`src/rtl/gen_linear_pkg.sv`:
```
// Shared types and segment geometry for the streaming linear-part evaluator.
// Segment i (output bit i, or the carry-out when i == NBIT) covers n[seg_off(i) +: seg_len(i)].
package gen_linear_pkg;

    typedef enum logic [1:0] {
        ST_IDLE,
        ST_ACCUM,
        ST_DONE
    } state_t;

    // Segment index 0 never owns n bits, so it doubles as "no owner".
    localparam int unsigned SEG_NONE = 0;

    function automatic int unsigned seg_len(input int unsigned i);
        return (32'd1 << (i + 1)) - 32'd1;
    endfunction

    function automatic int unsigned seg_off(input int unsigned i);
        return (32'd1 << (i + 1)) - i - 32'd3;
    endfunction

    function automatic int unsigned nnl(input int unsigned nbit, input int unsigned carry);
        if (carry != 0)
            return (32'd1 << (nbit + 2)) - nbit - 32'd4;
        else
            return (32'd1 << (nbit + 1)) - nbit - 32'd3;
    endfunction

    function automatic int unsigned nbeats(input int unsigned n, input int unsigned beat_w);
        return (n + beat_w - 32'd1) / beat_w;
    endfunction

    function automatic int unsigned seg_of(input int unsigned g, input int unsigned nbit,
                                           input int unsigned carry);
        int unsigned owner;
        int unsigned last;
        owner = SEG_NONE;
        last  = nbit - 32'd1 + carry;
        for (int unsigned i = 1; i <= last; i++) begin
            if (g >= seg_off(i) && g < seg_off(i) + seg_len(i))
                owner = i;
        end
        return owner;
    endfunction

endpackage

```
`src/rtl/gen_linear_seg_map.sv`:
```
// Folds one n beat into a per-segment parity vector; bit i is the XOR of the beat
// bits owned by segment i. Bit 0 is always 0 and bits at or above NNL fall into no segment.
module gen_linear_seg_map
    import gen_linear_pkg::*;
#(
    parameter int unsigned NBIT      = 7,
    parameter int unsigned CARRY_OUT = 0,
    parameter int unsigned BEAT_W    = 32,
    parameter int unsigned CW        = 3
) (
    input  logic [CW-1:0]             beat_idx,
    input  logic [BEAT_W-1:0]         n_data,
    output logic [NBIT+CARRY_OUT-1:0] par
);

    localparam int unsigned SEGW = NBIT + CARRY_OUT;

    int unsigned base;
    assign base = 32'(beat_idx) * BEAT_W;

    assign par[0] = 1'b0;

    for (genvar i = 1; i < SEGW; i++) begin : g_seg
        logic [BEAT_W-1:0] hit;
        for (genvar j = 0; j < BEAT_W; j++) begin : g_bit
            assign hit[j] = (seg_of(base + j, NBIT, CARRY_OUT) == i);
        end
        assign par[i] = ^(n_data & hit);
    end

endmodule

```
`src/rtl/gen_linear_stream.sv`:
```
// Streaming evaluator for the linear part of the generated adder: takes a/b/c_in, then
// NBEATS beats of the non-linear term vector n, and returns s (and optionally c_out).
module gen_linear_stream
    import gen_linear_pkg::*;
#(
    parameter int unsigned NBIT      = 7,
    parameter int unsigned CARRY_OUT = 0,
    parameter int unsigned BEAT_W    = 32
) (
    input  logic              clk,
    input  logic              rst,
    input  logic              op_valid,
    output logic              op_ready,
    input  logic [NBIT-1:0]   a,
    input  logic [NBIT-1:0]   b,
    input  logic              c_in,
    input  logic              n_valid,
    output logic              n_ready,
    input  logic [BEAT_W-1:0] n_data,
    output logic              s_valid,
    input  logic              s_ready,
    output logic [NBIT-1:0]   s,
    output logic              c_out
);

    localparam int unsigned NNL       = nnl(NBIT, CARRY_OUT);
    localparam int unsigned NBEATS    = nbeats(NNL, BEAT_W);
    localparam int unsigned CW        = (NBEATS > 1) ? $clog2(NBEATS) : 1;
    localparam int unsigned SEGW      = NBIT + CARRY_OUT;
    localparam logic [CW-1:0] LAST_BEAT = CW'(NBEATS - 1);

    state_t state;
    state_t state_nxt;

    logic [NBIT-1:0] a_q;
    logic [NBIT-1:0] b_q;
    logic [SEGW-1:0] acc;
    logic [SEGW-1:0] acc_nxt;
    logic [SEGW-1:0] par;
    logic [CW-1:0]   beat_cnt;
    logic            op_fire;
    logic            n_fire;
    logic            last_beat;

    assign op_fire   = op_valid && op_ready;
    assign n_fire    = n_valid && n_ready;
    assign last_beat = (beat_cnt == LAST_BEAT);

    gen_linear_seg_map #(
        .NBIT      (NBIT),
        .CARRY_OUT (CARRY_OUT),
        .BEAT_W    (BEAT_W),
        .CW        (CW)
    ) u_seg_map (
        .beat_idx (beat_cnt),
        .n_data   (n_data),
        .par      (par)
    );

    assign acc_nxt = acc ^ par;

    always_ff @(posedge clk or posedge rst) begin
        if (rst)
            state <= ST_IDLE;
        else
            state <= state_nxt;
    end

    always_comb begin
        state_nxt = state;
        unique case (state)
            ST_IDLE:  if (op_valid)              state_nxt = ST_ACCUM;
            ST_ACCUM: if (n_valid && last_beat)  state_nxt = ST_DONE;
            ST_DONE:  if (s_ready)               state_nxt = ST_IDLE;
            default:                             state_nxt = ST_IDLE;
        endcase
    end

    always_comb begin
        op_ready = 1'b0;
        n_ready  = 1'b0;
        s_valid  = 1'b0;
        unique case (state)
            ST_IDLE:  op_ready = 1'b1;
            ST_ACCUM: n_ready  = 1'b1;
            ST_DONE:  s_valid  = 1'b1;
            default:  op_ready = 1'b0;
        endcase
    end

    // Segment 0 owns no n bits, so its accumulator slot is seeded with c_in;
    // s then becomes a_q ^ b_q ^ acc uniformly across all bits.
    always_ff @(posedge clk or posedge rst) begin
        if (rst) begin
            a_q      <= '0;
            b_q      <= '0;
            acc      <= '0;
            beat_cnt <= '0;
            s        <= '0;
        end else if (op_fire) begin
            a_q      <= a;
            b_q      <= b;
            acc      <= SEGW'(c_in);
            beat_cnt <= '0;
        end else if (n_fire) begin
            acc      <= acc_nxt;
            beat_cnt <= beat_cnt + CW'(1);
            if (last_beat)
                s <= a_q ^ b_q ^ acc_nxt[NBIT-1:0];
        end
    end

    if (CARRY_OUT != 0) begin : g_cout
        always_ff @(posedge clk or posedge rst) begin
            if (rst)
                c_out <= 1'b0;
            else if (n_fire && last_beat)
                c_out <= acc_nxt[NBIT];
        end
    end else begin : g_no_cout
        assign c_out = 1'b0;
    end

endmodule

```
`config.mk`:
```
export PLATFORM = sky130hd
export DESIGN_NAME = gen_linear_stream
export DESIGN_NICKNAME = d
export VERILOG_FILES = /design/src/rtl/gen_linear_pkg.sv /design/src/rtl/gen_linear_seg_map.sv /design/src/rtl/gen_linear_stream.sv
export SDC_FILE = /design/constraint.sdc
export NUM_CORES = 1
export LEC_CHECK = 0
export CAP_MARGIN = 0
export CORE_ASPECT_RATIO = 0.5
export CORE_MARGIN = 3
export CORE_UTILIZATION = 50
export CTS_CLUSTER_SIZE = 30
export DETAILED_ROUTE_END_ITERATION = 10
export HOLD_SLACK_MARGIN = 0.03
export PLACE_DENSITY = 0.91
export REMOVE_ABC_BUFFERS = 1
export SYNTH_ARGS = -nofsm -noshare
export SYNTH_HDL_FRONTEND = slang
export SYNTH_SLANG_ARGS = --single-unit
```
`constraint.sdc`:
```
create_clock -name clk -period 6.4 [get_ports clk]
set_input_delay 1.28 -clock clk [delete_from_list [all_inputs] [get_ports clk]]
set_output_delay 1.28 -clock clk [all_outputs]
set_load 0.01 [all_outputs]
```
Word-level counts from Yosys, hierarchy flattened. Cells that the tools add are included.

Order comparisons: 384. Multiply operators: 0. Div/mod/pow operators: 0. Bitwise gates (word level): 10. Eq/ne operators: 198. Add/subtract/negate cells: 32. Muxes and demuxes: 203. Reduce and logical (&&, ||, !) cells: 205. Shifts and indexed selects: 0.

Operators by type and width (number): 32-bit by 1-bit greater-or-equal comparator with 1-bit output, second input constant (31); 32-bit by 2-bit greater-or-equal comparator with 1-bit output, second input constant (31); 32-bit by 4-bit greater-or-equal comparator with 1-bit output, second input constant (31); 32-bit by 5-bit greater-or-equal comparator with 1-bit output, second input constant (31); 32-bit by 6-bit greater-or-equal comparator with 1-bit output, second input constant (31); 32-bit by 7-bit greater-or-equal comparator with 1-bit output, second input constant (31); 32-bit by 2-bit less-than comparator with 1-bit output, second input constant (31); 32-bit by 4-bit less-than comparator with 1-bit output, second input constant (31); 32-bit by 5-bit less-than comparator with 1-bit output, second input constant (31); 32-bit by 6-bit less-than comparator with 1-bit output, second input constant (31); 32-bit by 7-bit less-than comparator with 1-bit output, second input constant (31); 32-bit by 8-bit less-than comparator with 1-bit output, second input constant (31); 3-bit two-way mux (97); 3-bit equality test, second input constant (94); 1-bit logical AND (195); 32-bit bitwise AND (6); 32-bit parity (6); 3-bit by 2-bit equality test with 1-bit output, second input constant (62); 8-bit by 5-bit adder with 9-bit output, second input constant (16); 2-bit two-way mux (67); 32-bit by 3-bit equality test with 1-bit output, second input constant (3); 3-bit by 1-bit equality test with 1-bit output, second input constant (31); 8-bit by 4-bit adder with 9-bit output, second input constant (8); 32-bit by 2-bit equality test with 1-bit output, second input constant (2); other kinds (29) (73).

Memory bits (writable): 0. Bits of input ports: 52. ROM bits: 0. Output and inout port bits: 11. Bits in latches: 0. Memories: 0. Flip-flop bits (word level): 33. Word-level logic and storage cells: 1038.

Longest topological paths before layout.
Depth in word-level cells: 15. Mapped depth: 10. Mapped depth without buffers: 10.

Cells and area by module. A second synthesis with hierarchy kept.

Cell total of the unflattened synthesis: 183. Area total of the unflattened synthesis: 2155.8 um^2.

Modules (own cells, without submodules): gen_linear_stream (cells each 127, area each 1609.0 um^2, instances 1); gen_linear_seg_map (cells each 56, area each 546.8 um^2, instances 1).

Least setup slack after synthesis. OpenSTA, ideal clock, no wires.

Path kind: input port to flip-flop. From: input port n_data[3]. To: register s[4]. Library setup time: 0.125 ns. Path buffers: 0. Stages: 8. Slack: 2.963 ns. Arrival time: 3.312 ns. Cells stage by stage: xnor3_1 -> xnor3_2 -> xor2_2 -> xnor3_1 -> a2111oi_2 -> xnor2_1 -> xnor2_1 -> o21ai_1.

Word-level cells in the longest chain between the ends: 4.

RTL lines: from (decl) (line gen_linear_stream.sv:19) `input logic [BEAT_W-1:0] n_data,`; 32-bit bitwise AND (line gen_linear_seg_map.sv:28) `assign par[i] = ^(n_data & hit);`; 32-bit parity (line gen_linear_seg_map.sv:28); 7-bit XOR (line gen_linear_stream.sv:60) `assign acc_nxt = acc ^ par;`; 7-bit XOR (line gen_linear_stream.sv:109) `s <= a_q ^ b_q ^ acc_nxt[NBIT-1:0];`; to (signal assigned) (line gen_linear_stream.sv:109); to (decl) (line gen_linear_stream.sv:22) `output logic [NBIT-1:0] s,`.

Every way passes these cells. A chain may end at the register's enable or synchronous reset.

Final worst setup path. Same ends and word-level chain as after synthesis.

==> metrics.txt <==
clock buffer count from CTS 5; placed cells 296; antenna cells 0; TritonCTS clock tree yes; Final TNS setup 0 ps; Avg Inst Size Synth 10.7 um^2; number of library cell types mapped by synthesis 30; fraction of final layout cells sized beyond drive strength 1 9.92%; final hold violation count 0; number of top-level pins 63; Synth Area in Simple Gates 8.74%; number of gates resized after cts 0; Iter 0 DRT Violations 87; starting density of the core 55.5%; std cell rows 15; Finished Layout Cells 303; Final Slew Violations 0; DP Worst Slack 2300 ps; Worst slew margin 48.9%; Layout Nets 308; GRT Total Usage 18.8%; post-synthesis mux area share 8.36%; core area 3640 um^2; # DRC 0; deepest clock path buffer count 2; antenna violations before repair 0; Yosys warning count 0; total number of vias 1,535; WHS 479 ps; status completed; Startpoint Class input pin; Adder-Cell Fraction of Synth Area 2.48%; Period minus WS final 3810 ps; full die area 4880 um^2; cell accounting for the most synthesized area dfrtp_1; largest net degree at the start of global routing 34; Final setup viols 0; final WL 4170 um; root buffer cell clkbuf_8; P_leak 1.15 nW; PortBufs 61; Critical Path RT 6550 ps; Critical Path End Type flop; Tot Pwr 0.00121 W; pwr/cell area 437 nW/um^2; CTS HTree Levels 2; Area Overhead vs Synth 36.7%; CP cell instances clkdlybuf4s50_1 -> xnor3_1 -> xnor3_2 -> xor2_2 -> xnor3_1 -> a2111oi_2 -> xnor2_1 -> xnor2_1 -> o21ai_1; Crit path largest cell delay 470 ps; Final ANT Viol Nets 0; height of the die 50.9 um; hold path start s[6]; setup ws final 2590 ps; Post-CTS Setup Inserts 0; compound-gate portion of the synthesized area 8.12%; # hold bufs at CTS 0; Worst Setup Path Type in2reg; post-DP HPWL 3210 um; Congestion Overflow GR 0; DR WL/cell 13.8 um; clk_skew 2.43 ps; first-pass GRT wire length 6930 um; Worst Path Arrival 3970 ps; RSZ-0062 raised after global routing false; largest family of logic cells by synthesized area XOR/XNOR gates; Worst R2R Start beat_cnt[0]; top cells by area, synth dfrtp_1 (41%), xnor2_1 (18%), mux2_2 (8.4%); worst hold path class reg2reg; FMAX 262 MHz; Chip Width 95.9 um; slowest CP cell a2111oi_2; worst vdd ir 0.000244 V; vias per cell 5.07; Slew @ Worst Pin 766 ps; Post-Synth XOR/XNOR Area 28.8%; Clock Pin Slew Worst Setup and Hold Paths 60 ps; First-pass DRT Iterations 4; Post-Syn Area 2020 um^2; Seq/Total Area, Yosys 40.9%; Yosys reg bits 33; crit path max fanout 3; CTS sink cnt 33; Max-cap violations 0; top cell type's share of synthesized area 40.9%; Tcrit/Tclk final 59.6%; Post-Syn Instances 189; Clk Latency, worst-skew pair 290 ps; crit path launch n_data[3]; gpl congestion 0.762; vias in the first global route 1,547
==> critical path, delay by kind of cell <==
family,cells,cell delay [ps]
AOI/OAI and AO/OA,2,540
xor gates and xnor gates,6,1690
buffers and inverters,1,460
==> per-stage QoR <==
| step | cell area [um^2] | util, % |
|---|---|---|
| 6_report | 2760 | 75.8 |
| 5_1_grt | 2760 | 75.8 |
| 4_1_cts | 2760 | 75.8 |
| 3_5_place_dp | 2680 | 73.5 |
| 3_3_place_gp | 2680 | 73.5 |
| 2_1_floorplan | 1990 | - |
==> registers in the layout, indices dropped and copies added (netlist names) <==
register,count
acc,7
beat_cnt,3
state,2
b_q,7
s,7
a_q,7
==> cells in the mapped netlist, drive strengths merged <==
| library cell | count |
|---|---|
| o311a | 1 |
| nor3 | 1 |
| nor2 | 5 |
| mux2 | 15 |
| nand2 | 23 |
| inv | 6 |
| and2 | 2 |
| o211ai | 1 |
| buf | 2 |
| ha | 4 |
| conb | 1 |
| o21ai | 20 |
| a22oi | 1 |
| nor2b | 5 |
| nand4 | 1 |
| xor2 | 9 |
| a2111oi | 1 |
| a21o | 1 |
| o22ai | 1 |
| xnor2 | 41 |
| xnor3 | 6 |
| dfrtp | 33 |
| nand3 | 2 |
| clkbuf | 4 |
| a21oi | 2 |
| nand2b | 1 |
==> final cells by class <==
class	instances	area (um^2)
Tap cell	51	63.8
Timing Repair Buffer	62	618
Sequential cell	33	826
Multi-Input combinational cell	144	1140
Fill cell	239	880
Inverter	6	22.5
Clock buffer	7	86.3
==> cell families after synthesis <==
group	Yosys count
buffers and inverters	12
adders and majority gates	4
DFF	33
muxes	15
AOI/OAI and AO/OA	28
other	1
and+or+nand+nor	40
xor gates and xnor gates	56
==> layer usage <==
layer	GRT usage, %	wire length (um)	vias to the layer above	part of all wire [%]
met4	7.78	82	0	2.0
met3	5.44	336	8	8.1
met5	0	0	-	0
li1	-	-	745	-
met2	33.1	2040	46	49
met1	21.4	1710	736	41
==> power breakdown <==
group / total [W] / leakage [nW] / switching, W / internal, W
clock: 0.000157 / 0.0443 / 0.0000721 / 0.0000852
sequential: 0.000382 / 0.410 / 0.0000764 / 0.000306
combinational: 0.000667 / 0.701 / 0.000292 / 0.000374
total: 0.00121 / 1.15 / 0.000441 / 0.000765
==> worst paths after layout <==
check / endpoint / slack, ps / cells after the start
worst max-delay path: s[4] / 2590 / 9
worst min-delay path: s[6] / 480 / 2
worst max register to register: acc[5] / 3740 / 10
worst min register to register: s[6] / 480 / 2
max in group asynchronous: a_q[2] / 4730 / 3
min in group asynchronous: b_q[6] / 1380 / 3
==> cell usage in the layout (no fill, tap or decap), types with 4 or more instances in the layout <==
| cell type | synthesis | layout |
|---|---|---|
| clkdlybuf4s50_1 | 0 | 61 |
| xnor2_1 | 41 | 41 |
| dfrtp_1 | 33 | 33 |
| nand2_1 | 23 | 23 |
| o21ai_0 | 18 | 18 |
| mux2_2 | 15 | 15 |
| xor2_1 | 8 | 8 |
| inv_1 | 6 | 6 |
| clkbuf_8 | 0 | 6 |
| nor2_1 | 5 | 5 |
| nor2b_1 | 5 | 5 |
| xnor3_1 | 5 | 5 |
| ha_1 | 4 | 4 |
(Power assumes the default switching activity.)
